**config.mk**
```make
export PLATFORM = sky130hd
export DESIGN_NAME = usb_line_monitor
export DESIGN_NICKNAME = d
export VERILOG_FILES = /design/src/rtl/usb_line_pkg.sv /design/src/rtl/usb_line_sync.sv /design/src/rtl/usb_line_monitor.sv
export SDC_FILE = /design/constraint.sdc
export NUM_CORES = 1
export LEC_CHECK = 0
export CAP_MARGIN = 20
export CORE_MARGIN = 2
export CORE_UTILIZATION = 35
export CTS_BUF_LIST = sky130_fd_sc_hd__clkbuf_4 sky130_fd_sc_hd__clkbuf_8 sky130_fd_sc_hd__clkbuf_16
export CTS_CLUSTER_SIZE = 8
export DETAILED_ROUTE_END_ITERATION = 8
export GPL_ROUTABILITY_DRIVEN = 0
export PLACE_DENSITY = 0.51
export SYNTH_ARGS = -nofsm -noshare
export SYNTH_HDL_FRONTEND = slang
export SYNTH_SLANG_ARGS = --single-unit
```
**constraint.sdc**
```tcl
create_clock -name clk -period 1.6 [get_ports clk]
set_input_delay 0.24 -clock clk [delete_from_list [all_inputs] [get_ports clk]]
set_output_delay 0.24 -clock clk [all_outputs]
set_load 0.01 [all_outputs]
```
**src/rtl/usb_line_pkg.sv**
```systemverilog
// Shared types for the USB line monitor: decoded bus line states, the EOP/reset
// FSM states, and the pin-pair to line-state decoder.
package usb_line_pkg;

  typedef enum logic [1:0] {
    LS_SE0 = 2'd0,
    LS_J   = 2'd1,
    LS_K   = 2'd2,
    LS_SE1 = 2'd3
  } line_state_t;

  typedef enum logic [1:0] {
    ST_IDLE,
    ST_SE0_RUN,
    ST_EOP_J,
    ST_BUS_RST
  } mon_state_t;

  // J is the differential state with D+ high at full speed and D- high at low speed.
  function automatic line_state_t decode_line(input logic dp, input logic dm,
                                              input logic low_speed);
    line_state_t ls;
    if (dp == dm) begin
      ls = dp ? LS_SE1 : LS_SE0;
    end else begin
      ls = (dp ^ low_speed) ? LS_J : LS_K;
    end
    return ls;
  endfunction

endpackage

```
**src/rtl/usb_line_sync.sv**
```systemverilog
// Brings raw D+/D- into the clock domain and registers the decoded line state.
module usb_line_sync #(
  parameter int SYNC_STAGES = 2
) (
  input  logic       clk,
  input  logic       rst,
  input  logic       i_d_plus,
  input  logic       i_d_minus,
  input  logic       i_low_speed,
  output logic [1:0] o_ls
);
  import usb_line_pkg::*;

  logic [SYNC_STAGES-1:0] r_dp_sync;
  logic [SYNC_STAGES-1:0] r_dm_sync;
  line_state_t            r_ls;

  // Polarity is applied at decode time, so a low_speed change affects the next sample.
  always_ff @(posedge clk) begin
    if (rst) begin
      r_dp_sync <= '0;
      r_dm_sync <= '0;
      r_ls      <= LS_SE0;
    end else begin
      r_dp_sync <= {r_dp_sync[SYNC_STAGES-2:0], i_d_plus};
      r_dm_sync <= {r_dm_sync[SYNC_STAGES-2:0], i_d_minus};
      r_ls      <= decode_line(r_dp_sync[SYNC_STAGES-1], r_dm_sync[SYNC_STAGES-1],
                               i_low_speed);
    end
  end

  assign o_ls = r_ls;

endmodule

```
**src/rtl/usb_line_monitor.sv**
```systemverilog
// USB line monitor: classifies SE0 runs into EOP, malformed EOP or bus reset,
// and flags suspend (long J idle) and SE1 entry.
module usb_line_monitor #(
  parameter int SYNC_STAGES = 2,
  parameter int EOP_MIN     = 8,
  parameter int EOP_MAX     = 24,
  parameter int J_MIN       = 4,
  parameter int RESET_MIN   = 100,
  parameter int SUSPEND_MIN = 200
) (
  input  logic       clk,
  input  logic       rst,
  input  logic       d_plus,
  input  logic       d_minus,
  input  logic       low_speed,
  output logic [1:0] line_state,
  output logic       rx_eop,
  output logic       eop_err,
  output logic       se1_err,
  output logic       bus_reset,
  output logic       suspend
);
  import usb_line_pkg::*;

  generate
    if (!(SYNC_STAGES >= 2 && SYNC_STAGES < EOP_MIN && EOP_MIN <= EOP_MAX &&
          EOP_MAX < RESET_MIN && J_MIN >= 1)) begin : g_bad_params
      $error("usb_line_monitor: illegal parameter combination");
    end
  endgenerate

  localparam int SE0_W  = $clog2(RESET_MIN + 1);
  localparam int JCNT_W = $clog2(J_MIN + 1);
  localparam int JRUN_W = $clog2(SUSPEND_MIN + 1);
  localparam logic [SE0_W-1:0]  SE0_EOP_MIN = SE0_W'(EOP_MIN);
  localparam logic [SE0_W-1:0]  SE0_EOP_MAX = SE0_W'(EOP_MAX);
  localparam logic [SE0_W-1:0]  SE0_RESET   = SE0_W'(RESET_MIN);
  localparam logic [JCNT_W-1:0] JCNT_DONE   = JCNT_W'(J_MIN);
  localparam logic [JRUN_W-1:0] JRUN_SUSP   = JRUN_W'(SUSPEND_MIN);

  logic [1:0]  w_ls_raw;
  line_state_t w_ls;

  usb_line_sync #(.SYNC_STAGES(SYNC_STAGES)) u_sync (
    .clk        (clk),
    .rst        (rst),
    .i_d_plus   (d_plus),
    .i_d_minus  (d_minus),
    .i_low_speed(low_speed),
    .o_ls       (w_ls_raw)
  );

  assign w_ls = line_state_t'(w_ls_raw);

  mon_state_t        r_state, w_state_next;
  logic [SE0_W-1:0]  r_se0_cnt, w_se0_cnt_next, w_se0_inc;
  logic [JCNT_W-1:0] r_j_cnt, w_j_cnt_next, w_j_inc;
  logic [JRUN_W-1:0] r_jrun, w_jrun_next;
  line_state_t       r_ls_prev;
  logic              w_rx_eop_next, w_eop_err_next;
  logic              r_rx_eop, r_eop_err, r_se1_err, r_bus_reset, r_suspend;

  assign w_se0_inc = (r_se0_cnt == SE0_RESET) ? r_se0_cnt : r_se0_cnt + SE0_W'(1);
  assign w_j_inc   = r_j_cnt + JCNT_W'(1);

  always_comb begin
    w_state_next   = r_state;
    w_se0_cnt_next = r_se0_cnt;
    w_j_cnt_next   = r_j_cnt;
    w_rx_eop_next  = 1'b0;
    w_eop_err_next = 1'b0;
    case (r_state)
      ST_IDLE: begin
        if (w_ls == LS_SE0) begin
          w_state_next   = ST_SE0_RUN;
          w_se0_cnt_next = SE0_W'(1);
        end
      end
      ST_SE0_RUN: begin
        if (w_ls == LS_SE0) begin
          w_se0_cnt_next = w_se0_inc;
          if (w_se0_inc == SE0_RESET) w_state_next = ST_BUS_RST;
        end else begin
          w_state_next   = ST_IDLE;
          w_se0_cnt_next = '0;
          // Short SE0 runs are line glitches and are dropped without comment.
          if (r_se0_cnt >= SE0_EOP_MIN) begin
            if (w_ls == LS_J && r_se0_cnt <= SE0_EOP_MAX) begin
              if (J_MIN == 1) begin
                w_rx_eop_next = 1'b1;
              end else begin
                w_state_next = ST_EOP_J;
                w_j_cnt_next = JCNT_W'(1);
              end
            end else begin
              w_eop_err_next = 1'b1;
            end
          end
        end
      end
      ST_EOP_J: begin
        if (w_ls == LS_J) begin
          if (w_j_inc == JCNT_DONE) begin
            w_rx_eop_next = 1'b1;
            w_state_next  = ST_IDLE;
            w_j_cnt_next  = '0;
          end else begin
            w_j_cnt_next = w_j_inc;
          end
        end else begin
          w_eop_err_next = 1'b1;
          w_j_cnt_next   = '0;
          if (w_ls == LS_SE0) begin
            w_state_next   = ST_SE0_RUN;
            w_se0_cnt_next = SE0_W'(1);
          end else begin
            w_state_next = ST_IDLE;
          end
        end
      end
      ST_BUS_RST: begin
        if (w_ls != LS_SE0) begin
          w_state_next   = ST_IDLE;
          w_se0_cnt_next = '0;
        end
      end
      default: w_state_next = ST_IDLE;
    endcase
  end

  assign w_jrun_next = (w_ls != LS_J)        ? '0 :
                       (r_jrun == JRUN_SUSP) ? r_jrun : r_jrun + JRUN_W'(1);

  always_ff @(posedge clk) begin
    if (rst) begin
      r_state     <= ST_IDLE;
      r_se0_cnt   <= '0;
      r_j_cnt     <= '0;
      r_jrun      <= '0;
      r_ls_prev   <= LS_SE0;
      r_rx_eop    <= 1'b0;
      r_eop_err   <= 1'b0;
      r_se1_err   <= 1'b0;
      r_bus_reset <= 1'b0;
      r_suspend   <= 1'b0;
    end else begin
      r_state     <= w_state_next;
      r_se0_cnt   <= w_se0_cnt_next;
      r_j_cnt     <= w_j_cnt_next;
      r_jrun      <= w_jrun_next;
      r_ls_prev   <= w_ls;
      r_rx_eop    <= w_rx_eop_next;
      r_eop_err   <= w_eop_err_next;
      r_se1_err   <= (w_ls == LS_SE1) && (r_ls_prev != LS_SE1);
      r_bus_reset <= (w_state_next == ST_BUS_RST);
      r_suspend   <= (w_jrun_next == JRUN_SUSP);
    end
  end

  assign line_state = w_ls_raw;
  assign rx_eop     = r_rx_eop;
  assign eop_err    = r_eop_err;
  assign se1_err    = r_se1_err;
  assign bus_reset  = r_bus_reset;
  assign suspend    = r_suspend;

endmodule

```
**Word-level counts from Yosys, hierarchy flattened**

Index checks and enable logic that the tools add are counted.

- Bits in registers: 33
- Input port bits: 5
- Output and inout bits: 7
- Logic and storage cells: 82

- Add/sub/neg operators: 3
- Order comparisons: 2
- Equality and inequality tests: 19
- Mux-type cells: 33
- Bitwise gates (word level): 3
- Reductions and logical operators: 9

Operator list:

| operator | number |
|---|---|
| 7-bit two-way mux | 5 |
| 7-bit one-hot mux with 4 select lines | 1 |
| 2-bit two-way mux | 11 |
| 8-bit equality test, second input constant | 2 |
| 8-bit two-way mux | 2 |
| 3-bit two-way mux | 5 |
| 7-bit equality test, second input constant | 2 |
| 2-bit inequality test, second input constant | 6 |
| 8-bit by 1-bit adder with 8-bit output, second input constant | 1 |
| 2-bit equality test, second input constant | 4 |
| 2-bit one-hot mux with 4 select lines | 1 |
| 7-bit by 1-bit adder with 7-bit output, second input constant | 1 |
| 7-bit by 4-bit greater-or-equal comparator with 1-bit output, second input constant | 1 |
| 7-bit by 5-bit <= comparator with 1-bit output, second input constant | 1 |
| 1-bit two-way mux | 6 |
| 3-bit one-hot mux with 2 select lines | 1 |
| 2-bit by 1-bit equality test with 1-bit output, second input constant | 2 |
| 2-bit zero test | 2 |
| 4-bit AND reduction | 1 |
| 2-bit nonzero test | 2 |
| 3-bit by 1-bit adder with 3-bit output, second input constant | 1 |
| 3-bit equality test, second input constant | 1 |
| 3-bit OR reduction | 1 |
| 1-bit logical AND | 2 |
| other kinds (6) | 7 |

**Longest topological paths before layout**

Gate-level depths: netlist of run 1.

- Depth after elaboration: 7
- Gate-level depth with buffers: 7

**Hierarchy**

From an unflattened synthesis of run 1, not the netlist that was laid out.

- Cell total of the unflattened synthesis: 210
- Area total of the unflattened synthesis: 1831.8 µm²

Modules (own cells, without submodules):

| module | instances | cells each | area an instance (µm²) |
|---|---|---|---|
| usb_line_monitor | 1 | 196 | 1659.1 |
| usb_line_sync | 1 | 14 | 172.7 |

**Worst setup path after synthesis of run 1**

OpenSTA, ideal clock, no wires.

- Path type: register to register
- From: register r_se0_cnt[0]
- To: register r_state[0]
- Data arrival time: 1478 ps
- Setup slack: 1 ps
- Stages on the path, launching flop included: 7
- Path buffers: 0
- Period minus slack after synthesis: 1599 ps
- Path through: dfxtp_1 > ha_1 > xor2_1 > and3_2 > a31oi_1 > o31ai_2 > o311a_1

- Word-level cells in the longest chain between the ends: 6
- Elaborated cells on any way between the ends: 9
- Classes of those cells: 1 x add/sub; 1 x order compare; 2 x eq/ne; 5 x mux

RTL lines:

| item | RTL line | text |
|---|---|---|
| from (decl) | usb_line_monitor.sv:56 | `logic [SE0_W-1:0] r_se0_cnt, w_se0_cnt_next, w_se0_inc;` |
| from (signal assigned) | usb_line_monitor.sv:148 | `r_se0_cnt <= w_se0_cnt_next;` |
| 7-bit by 1-bit adder with 7-bit output or 7-bit equality test (tied branches) | usb_line_monitor.sv:63 | `assign w_se0_inc = (r_se0_cnt == SE0_RESET) ? r_se0_cnt : r_se0_cnt + SE0_W'(1);` |
| 7-bit two-way mux | usb_line_monitor.sv:63 |  |
| 7-bit equality test | usb_line_monitor.sv:82 | `if (w_se0_inc == SE0_RESET) w_state_next = ST_BUS_RST;` |
| 2-bit two-way mux | usb_line_monitor.sv:82 |  |
| 2-bit two-way mux (*) | usb_line_monitor.sv:80 | `if (w_ls == LS_SE0) begin` |
| 2-bit one-hot mux with 4 select lines (*) | usb_line_monitor.sv:72 | `case (r_state)` |
| to (signal assigned) | usb_line_monitor.sv:147 | `r_state <= w_state_next;` |
| to (decl) | usb_line_monitor.sv:55 | `mon_state_t r_state, w_state_next;` |

Every way passes the cells marked *; elsewhere a longest branch is shown, timed or not.
A chain may end at the register's enable or synchronous reset.

**Worst setup path in the final report of run 1**

Same ends and word-level chain as after synthesis.

==> results of run 1 <==
kinds of logic (layout without fill, tap and decap cells):
logic type,after synthesis,count (layout),share of synthesized area
xor+xnor,9,9,0.0433
flops,33,33,0.363
simple gates,87,87,0.256
buf+inv,20,77,0.0515
compound gates,55,55,0.201
mux,3,3,0.0165
fa+ha+maj,10,10,0.0687
state kept, by name, indices dropped and copies added (netlist names):
| signal | flops |
|---|---|
| u_sync.r_dm_sync | 2 |
| bus_reset | 1 |
| r_se0_cnt | 7 |
| u_sync.o_ls | 2 |
| se1_err | 1 |
| r_state | 2 |
| r_j_cnt | 3 |
| eop_err | 1 |
| u_sync.r_dp_sync | 2 |
| suspend | 1 |
| r_jrun | 8 |
| r_ls_prev | 2 |
| rx_eop | 1 |
metal layers:
layer	GRT usage	wire, um	vias to the layer above
met5	0	0	-
met4	0.0600	62	0
met3	0.0320	77	7
met2	0.288	2230	13
met1	0.171	2000	760
li1	-	-	881
power by group through the flow:
stage / clock network [uW] / logic (uW) / registers, uW
after floorplan: 0 / 449 / 944
after global placement: 0 / 832 / 942
after detailed placement: 0 / 824 / 942
after CTS: 666 / 865 / 930
after global routing: 691 / 1030 / 954
final: 634 / 927 / 948
final cells by class:
type,instances,area (um2),share of cell area
Inverter,11,41.3,0.0162
Sequential cell,33,678,0.266
Timing Repair Buffer,59,480,0.188
Clock buffer,7,90.1,0.0353
Multi-Input combinational cell,164,1180,0.461
Tap cell,70,87.6,0.0343
cell usage after synthesis, drive strengths merged, types with 3 or more instances:
cell,n,area share
xor2,6,0.029
mux2i,3,0.016
xnor2,3,0.014
nor2b,9,0.031
buf,6,0.023
nor2,26,0.055
dfxtp,33,0.36
nand3b,3,0.012
or2,3,0.010
nand2,11,0.023
nand2b,5,0.017
nand3,9,0.025
o21ai,14,0.041
clkbuf,3,0.0062
ha,10,0.069
and3,4,0.015
a21oi,16,0.044
nor3,5,0.014
inv,11,0.023
critical path, stage by stage (launching register included):
cell     delay, ns
dfxtp_2       0.33
inv_2         0.07
ha_4          0.14
nand4_1       0.14
or2_1         0.28
a31oi_1       0.16
o31ai_2       0.10
o311a_1       0.29
cell usage in the layout, fill, tap and decap left out, drive strengths merged, types with 3 or more instances in the layout:
cell / synthesis / layout
nor2: 26 / 26
nand2: 11 / 11
and3: 4 / 4
ha: 10 / 10
nand3: 9 / 9
clkdlybuf4s50: 0 / 10
xnor2: 3 / 3
or2: 3 / 3
nor3: 5 / 5
nand2b: 5 / 5
o21ai: 14 / 14
a21oi: 16 / 16
dfxtp: 33 / 33
inv: 11 / 11
mux2i: 3 / 3
buf: 6 / 48
nor2b: 9 / 9
clkbuf: 3 / 7
xor2: 6 / 6
nand3b: 3 / 3
stage by stage:
stage | area, um2 | TNS, ns | std cells
after floorplan | 1820 | 0 | 217
after global routing | 2550 | -0.321 | 344
final | 2550 | -0.0243 | 344
after global placement | 2300 | -0.324 | 334
after CTS | 2450 | -0.0302 | 344
after detailed placement | 2300 | -0.422 | 334
worst paths after layout:
kind	from	end	slack (ns)
setup / recovery	r_se0_cnt[0]	r_state[0]	-0.02
hold reg to reg	u_sync.r_dm_sync[0]	u_sync.r_dm_sync[1]	0.43
hold / removal	u_sync.r_dm_sync[0]	u_sync.r_dm_sync[1]	0.43
setup reg to reg	r_se0_cnt[0]	r_state[0]	-0.02
what timing repair did:
| action | in CTS | in global routing |
|---|---|---|
| gates resized for setup | 13 | 26 |
| buffers inserted | 3 | 0 |
| setup endpoints to repair | 13 | 18 |
| pin swaps | 3 | 6 |
==> impl_results.md, run 1 <==
- GRT Overall Usage: 0.154
- Final worst slack: -0.0243 ns
- Clk_lat worst skew: approximately 0.28 ns
- Setup violators final: 1
- R2R cell count: 7
- Share of layout cells above drive strength 1: 0.339
- Crit path DAT: 1.79 ns
- Final #Nets: approximately 290
- P&R area growth vs syn: 40.2%
- Die width: 76.1 um
- Final ANT Viol Nets: 0
- Post-Synthesis Net Count: 232
- Cell internal pwr: about 1700 uW
- Psw: a little under 800 uW
- Synth unique cells: 52
- Die area: approximately 5800 um2
- Initial DRC Count: 37
- Slew Limit Fails: 0
- Prevailing post-synth register cell: dfxtp_1
- H-tree Lvls: 2
- Global-route wire length before repair: slightly above 7 mm
- Max Fanout on Critical Path: 3
- Syn_area_per_cell: roughly 8.4 um2
- Max VDD drop: 431 uV
- Minimum hold slack: between 0.4 and 0.5 ns
- Final core occ: 0.503
- Crit end category: register
- Maxcap violations: 0
- Kind of critical path: reg2reg
- Antenna violations before repair: 0
- Period utilisation layout: 1.02
- Routed vias: between 1500 and 2000
- Hold Crit Class: reg2reg
- FF+latch count, synth: 33
- Register clock-pin slew on the reported worst setup and hold paths: 0.06 ns
- P per Cell Area: 983 nW/um2
- Final wirelength: around 4.4 mm
- Min Tclk post-route: 1.62 ns
- Tot Pwr: 2510 uW
- Fmax: between 600 and 700 MHz
- RSZ-0062 raised after global routing: true
- CTS max path bufs: 2
- Mapped Area: between 1500 and 2000 um2
- Worst-Margin Slew: about 0.38 ns
- Post-CTS Hold Buffers: 0
- Clk pwr share: 0.253
- Post-DP HPWL: between 3 and 4 mm
- DRC: 0
- Critical Path RT: approximately 1.8 ns
- Total core area: between 5000 and 6000 um2
- Slew HR: 0.746
- Vias per std cell: 4.83
- Initial Util: 0.359
- Top-Level Pins: 12
- Worst Skew: around 0.0055 ns
- Largest net degree at the start of global routing: 13
- Drt pass-1 iters: 4
- CTS tree: built
- Clock sink count: 33
- Cells after synthesis: between 200 and 250
- Number of fillers in the final layout: ~500
- Vias in the first global route: around 1600
- Post-synthesis async set-or-reset flop share: 0
- # rows: 26
- Combinational share of power: 0.370
- Root Buffer: clkbuf_8
- Pre-CTS setup slack: -0.126 ns
- Seq pwr share: 0.378
- Switching share of power: 0.310
- Total congestion overflow: 0
- Sequential-to-total area share from yosys stat: 0.363
- Antenna cells: 0
- Drt wl/cell: ~13 um
- IO Port Bufs: 11
- Leak: approximately 0.0011 uW
- Yosys Warn Count: 0
- CTS Buf Count: 5
- Worst setup SP type: register
- Status: finished with violations
- Final Hold Vio Count: 0
- Violated checks: setup timing
- EDFF count, synth: 0
- Die H: about 76 um
- Hold Path Depth: 1
(Power assumes the default switching activity.)
==> run 2, diff against run 1 <==
Settings changed: CORE_ASPECT_RATIO from default to 1.4, CORE_UTILIZATION 35 to 45, PLACE_DENSITY 0.51 to 0.63.
==> impl_results.md, run 2 (synthesized netlist as in run 1, its figures left out) <==
- Reg-to-reg startpoint: r_se0_cnt[0]
- Period utilisation layout: 1.02
- Total core area: 3920 um2
- Initial DRC Count: 86
- Antenna cells: 0
- Crit-path max cell delay: about 0.34 ns
- Cell Chain, Critical Path: ha_1 > xor2_1 > and3_2 > a31oi_2 > o31ai_2 > o311a_1
- Share of layout cells above drive strength 1: 0.315
- Kind of critical path: reg2reg
- RR Endpoint: r_state[0]
- Worst Setup EP: r_state[0]
- Global-route wire length before repair: 7.42 mm
- Post-DP HPWL: 3.26 mm
- Setup TNS: -0.0381 ns
- Clk pwr share: 0.247
- Vias in the first global route: between 1500 and 2000
- Die area: roughly 4600 um2
- Final ANT Viol Nets: 0
- Largest reg by FF count: r_jrun
- Routed vias: 1734
- Largest registers: r_jrun x8, r_se0_cnt x7, r_j_cnt x3
- # rows: 27
- Register-to-Register Setup Slack: -0.03 ns
- Total congestion overflow: 0
- Slew HR: 0.813
- Final Hold Vio Count: 0
- Combinational share of power: 0.373
- Max FFs per register: 8
- CTS tree: built
- Die H: between 70 and 80 um
- IO Port Bufs: 11
- Psw: ~800 uW
- Number of fillers in the final layout: 346
- Worst-Margin Slew: between 0.2 and 0.3 ns
- DRC: 0
- CTS max path bufs: 2
- P&R area growth vs syn: 36.6%
- Worst Setup SP: r_se0_cnt[0]
- Final worst slack: -0.0278 ns
- Final #Nets: 287
- Clk_lat worst skew: approximately 0.28 ns
- Tot Pwr: about 2500 uW
- Setup violators final: 2
- Vias per std cell: ~5.5
- Most common cell after layout, fill and taps aside: buf_4
- Final wirelength: 4.42 mm
- P per Cell Area: around 990 nW/um2
- Max Fanout on Critical Path: 4
- Maxcap violations: 0
- Antenna violations before repair: 0
- Drt wl/cell: 14.0 um
- Initial Util: 0.465
- Worst setup SP type: register
- Fmax: a little over 600 MHz
- Violated checks: setup timing
- Register clock-pin slew on the reported worst setup and hold paths: 0.07 ns
- Hold Crit Class: reg2reg
- Post-CTS Hold Buffers: 0
- Die width: about 58 um
- Drt pass-1 iters: 4
- R2R cell count: 6
- Crit end category: register
- Critical Path RT: between 1.5 and 2 ns
- Switching share of power: 0.324
- GRT Overall Usage: 0.211
- Worst Skew: between 0.005 and 0.006 ns
- Crit path DAT: between 1.5 and 2 ns
- Clock sink count: 33
- Leak: around 0.001 uW
- Seq pwr share: 0.380
- CTS Buf Count: 5
- RSZ-0062 raised after global routing: true
- Root Buffer: clkbuf_8
- H-tree Lvls: 2
- Min Tclk post-route: 1.63 ns
- Slowest cell on crit path: dfxtp_2
- Slew Limit Fails: 0
- Largest net degree at the start of global routing: 20
- Cell internal pwr: 1660 uW
- Status: finished with violations
- Max VDD drop: roughly 740 uV
- Top-Level Pins: 12
- Most frequent cells in the layout: buf_4, dfxtp_1, nor2_1
-- run 2: worst min path at each step --
stage / depth (start not counted) / end / start
5_1_grt: 1 / u_sync.r_dp_sync[1] / u_sync.r_dp_sync[0]
3_5_place_dp: 1 / u_sync.r_dp_sync[1] / u_sync.r_dp_sync[0]
6_report: 1 / u_sync.r_dp_sync[1] / u_sync.r_dp_sync[0]
2_1_floorplan: 1 / u_sync.r_dm_sync[0] / d_minus
3_3_place_gp: 1 / u_sync.r_dp_sync[1] / u_sync.r_dp_sync[0]
4_1_cts: 1 / u_sync.r_dp_sync[1] / u_sync.r_dp_sync[0]
-- run 2: routing by layer --
| metal | track usage | vias to the layer above | wire length [um] |
|---|---|---|---|
| li1 | - | 877 | - |
| met1 | 0.214 | 825 | 1680 |
| met2 | 0.406 | 23 | 2530 |
| met3 | 0.0440 | 9 | 111 |
| met4 | 0.0837 | 0 | 94 |
| met5 | 0 | - | 0 |
-- run 2: layout make-up --
class | instances | area (um2) | share of cell area
sequential | 33 | 673 | 0.270
clock inverter | 3 | 17.5 | 0.00704
tap | 43 | 53.8 | 0.0216
multi-input combinational | 164 | 1180 | 0.474
timing repair buffer | 57 | 454 | 0.183
clock buffer | 5 | 68.8 | 0.0277
inverter | 11 | 41.3 | 0.0166
-- run 2: repair_timing --
action	CTS	global route
gates resized for setup	13	20
pin swaps	3	2
setup endpoints to repair	17	13
setup buffers	3	0
-- run 2: critical path: cells and delay by family, from the launching register on --
kind                     cells  cell delay, ns
AO/OA/AOI/OAI                3            0.56
flip-flops                   1            0.34
XOR/XNOR                     1            0.15
AND/OR/NAND/NOR              1            0.22
adder cells (fa/ha/maj)      1            0.25
-- run 2: power groups by stage --
stage	clock network [uW]	logic (uW)	registers [uW]
6_report	608	917	935
5_1_grt	668	1020	941
4_1_cts	628	840	923
3_5_place_dp	0	806	938
3_3_place_gp	0	806	937
2_1_floorplan	0	449	944
-- run 2: through the flow --
| step | cells | setup WS, ns | hold WS [ns] | util | area (um2) |
|---|---|---|---|---|---|
| 4_1_cts | 316 | -0.0254 | 0.439 | 0.612 | 2400 |
| 3_3_place_gp | 305 | -0.104 | 0.423 | 0.576 | 2260 |
| 3_5_place_dp | 305 | -0.0608 | 0.424 | 0.576 | 2260 |
| 5_1_grt | 316 | -0.0945 | 0.459 | 0.635 | 2490 |
| 2_1_floorplan | 217 | 0.000645 | 0.368 | - | 1820 |
| 6_report | 316 | -0.0278 | 0.429 | 0.635 | 2490 |
==> run 3, diff against run 2 <==
Settings changed: CORE_UTILIZATION 45 to 35, PLACE_DENSITY 0.63 to 0.51.
==> impl_results.md, run 3 (synthesized netlist as in run 1, its figures left out) <==
- Status: finished with violations
- Violated checks: setup timing
- Final wirelength: 4.56 mm
- Kind of critical path: reg2reg
- Worst setup SP type: register
- Maxcap violations: 0
- IO Port Bufs: 11
- CP Buf/Inv Count: 0
- Crit path DAT: between 1.5 and 2 ns
- Final ANT Viol Nets: 0
- Antenna violations before repair: 0
- Slew HR: 0.731
- Vias per std cell: 5.06
- CTS max path bufs: 2
- Initial Util: 0.359
- Leak: just over 0.001 uW
- Worst-Margin Slew: ~0.40 ns
- Slowest cell on crit path: or2_1
- Post-DP HPWL: 3.40 mm
- Setup TNS: -0.0226 ns
- Area of the multi-input gates: about 1200 um2
- Global-route wire length before repair: between 7 and 8 mm
- Most frequent cells in the layout: buf_4, dfxtp_1, nor2_1
- Fmax: around 620 MHz
- Crit-path max cell delay: between 0.3 and 0.4 ns
- CTS Buf Count: 5
- R2R cell count: 5
- Pre-CTS setup slack: -0.0649 ns
- Met2 WL: 2.61 mm
- DRC: 0
- Register-to-Register Setup Slack: -0.02 ns
- Hold Crit Class: reg2reg
- Max Fanout on Critical Path: 6
- GRT Overall Usage: 0.171
- Antenna cells: 0
- Min Tclk post-route: 1.62 ns
- Slew Limit Fails: 0
- Total core area: approximately 5100 um2
- Storage cell area: around 670 um2
- RR Endpoint: r_state[0]
- Number of fillers in the final layout: about 500
- Root Buffer: clkbuf_8
- Hold Path Depth: 1
- Top Family by Delay on Critical Path: simple AND/OR/NAND/NOR gates
- P per Cell Area: around 990 nW/um2
- Period utilisation layout: 1.01
- Clock sink count: 33
- Initial DRC Count: 37
- Max VDD drop: about 630 uV
- P&R area growth vs syn: 38.5%
- Final worst slack: -0.0226 ns
- Drt wl/cell: 13.5 um
- Hold path start: u_sync.r_dm_sync[0]
- Clk_lat worst skew: roughly 0.29 ns
- Vias in the first global route: roughly 1700
- WL met3: about 57 um
- Most common cell on crit path: or2_1
- Most common cell after layout, fill and taps aside: buf_4
- Worst Skew: 0.00778 ns
- Die H: about 89 um
- # rows: 31
- Setup violators final: 1
- Routed vias: between 1500 and 2000
- Drt pass-1 iters: 4
- Max FFs per register: 8
- Die area: a little under 6000 um2
- Crit end category: register
- Share of layout cells above drive strength 1: 0.313
- Register clock-pin slew on the reported worst setup and hold paths: 0.08 ns
- Reg-to-reg startpoint: r_se0_cnt[3]
- Worst Hold Path EP: u_sync.r_dm_sync[1]
- Post-CTS Hold Buffers: 0
- H-tree Lvls: 2
- Critical Path RT: 1.78 ns
- Die width: about 65 um
- RSZ-0062 raised after global routing: true
- Final #Nets: 286
- Final Hold Vio Count: 0
- Cell Chain, Critical Path: or2_1 > or2_1 > a31oi_4 > o31ai_4 > o311a_1
- CTS tree: built
- Largest reg by FF count: r_jrun
- Uppermost layer routed: met4
- Largest registers: r_jrun x8, r_se0_cnt x7, r_j_cnt x3
- Largest net degree at the start of global routing: 20
- Met1 WL: 1.77 mm
- Top-Level Pins: 12
- Total congestion overflow: 0
[run 3: layer usage]
metal	GRT usage	vias up
li1	-	873
met1	0.179	815
met2	0.337	13
met3	0.0315	10
met4	0.0580	0
met5	0	-
[run 3: power by group]
group,switching [uW],internal (uW)
combinational,453,468
sequential,45.4,884
clock,343,305
[run 3: worst reg2reg max path, stage by stage (launching register included)]
cell     delay [ns]
dfxtp_1        0.31
or2_1          0.34
or2_1          0.32
a31oi_4        0.17
o31ai_4        0.08
o311a_1        0.29
[run 3: how the worst max path moves through the flow]
stage,from,endpoint,slack [ns],cells after the start
detailed placement,r_state[0],r_se0_cnt[2],-0.06,7
global route,r_se0_cnt[0],r_state[0],-0.1,7
floorplan,r_se0_cnt[0],r_state[0],0.0006,6
global placement,r_state[0],r_se0_cnt[2],-0.08,7
finish,r_se0_cnt[3],r_state[0],-0.02,5
CTS,r_se0_cnt[0],r_state[0],-0.02,7
[run 3: per-stage QoR]
stage | hold WS, ns | std cells | cell area [um2] | total power, uW | utilization
2_1_floorplan | 0.368 | 217 | 1820 | 1390 | -
3_3_place_gp | 0.416 | 327 | 2280 | 1760 | 0.448
3_5_place_dp | 0.427 | 327 | 2280 | 1750 | 0.448
4_1_cts | 0.444 | 338 | 2430 | 2440 | 0.478
5_1_grt | 0.456 | 338 | 2520 | 2660 | 0.497
6_report | 0.436 | 338 | 2520 | 2500 | 0.497
[run 3: what timing repair did]
action                     CTS  global route
pin swaps                    2             7
setup endpoints to repair   13            15
resized for setup           10            24
setup buffers                3             0
[run 3: final cells by class]
class,count,area share
timing repair buffer,56,0.180
multi-input combinational,164,0.470
sequential,33,0.265
clock buffer,5,0.0273
tap,66,0.0327
clock inverter,3,0.00892
inverter,11,0.0164
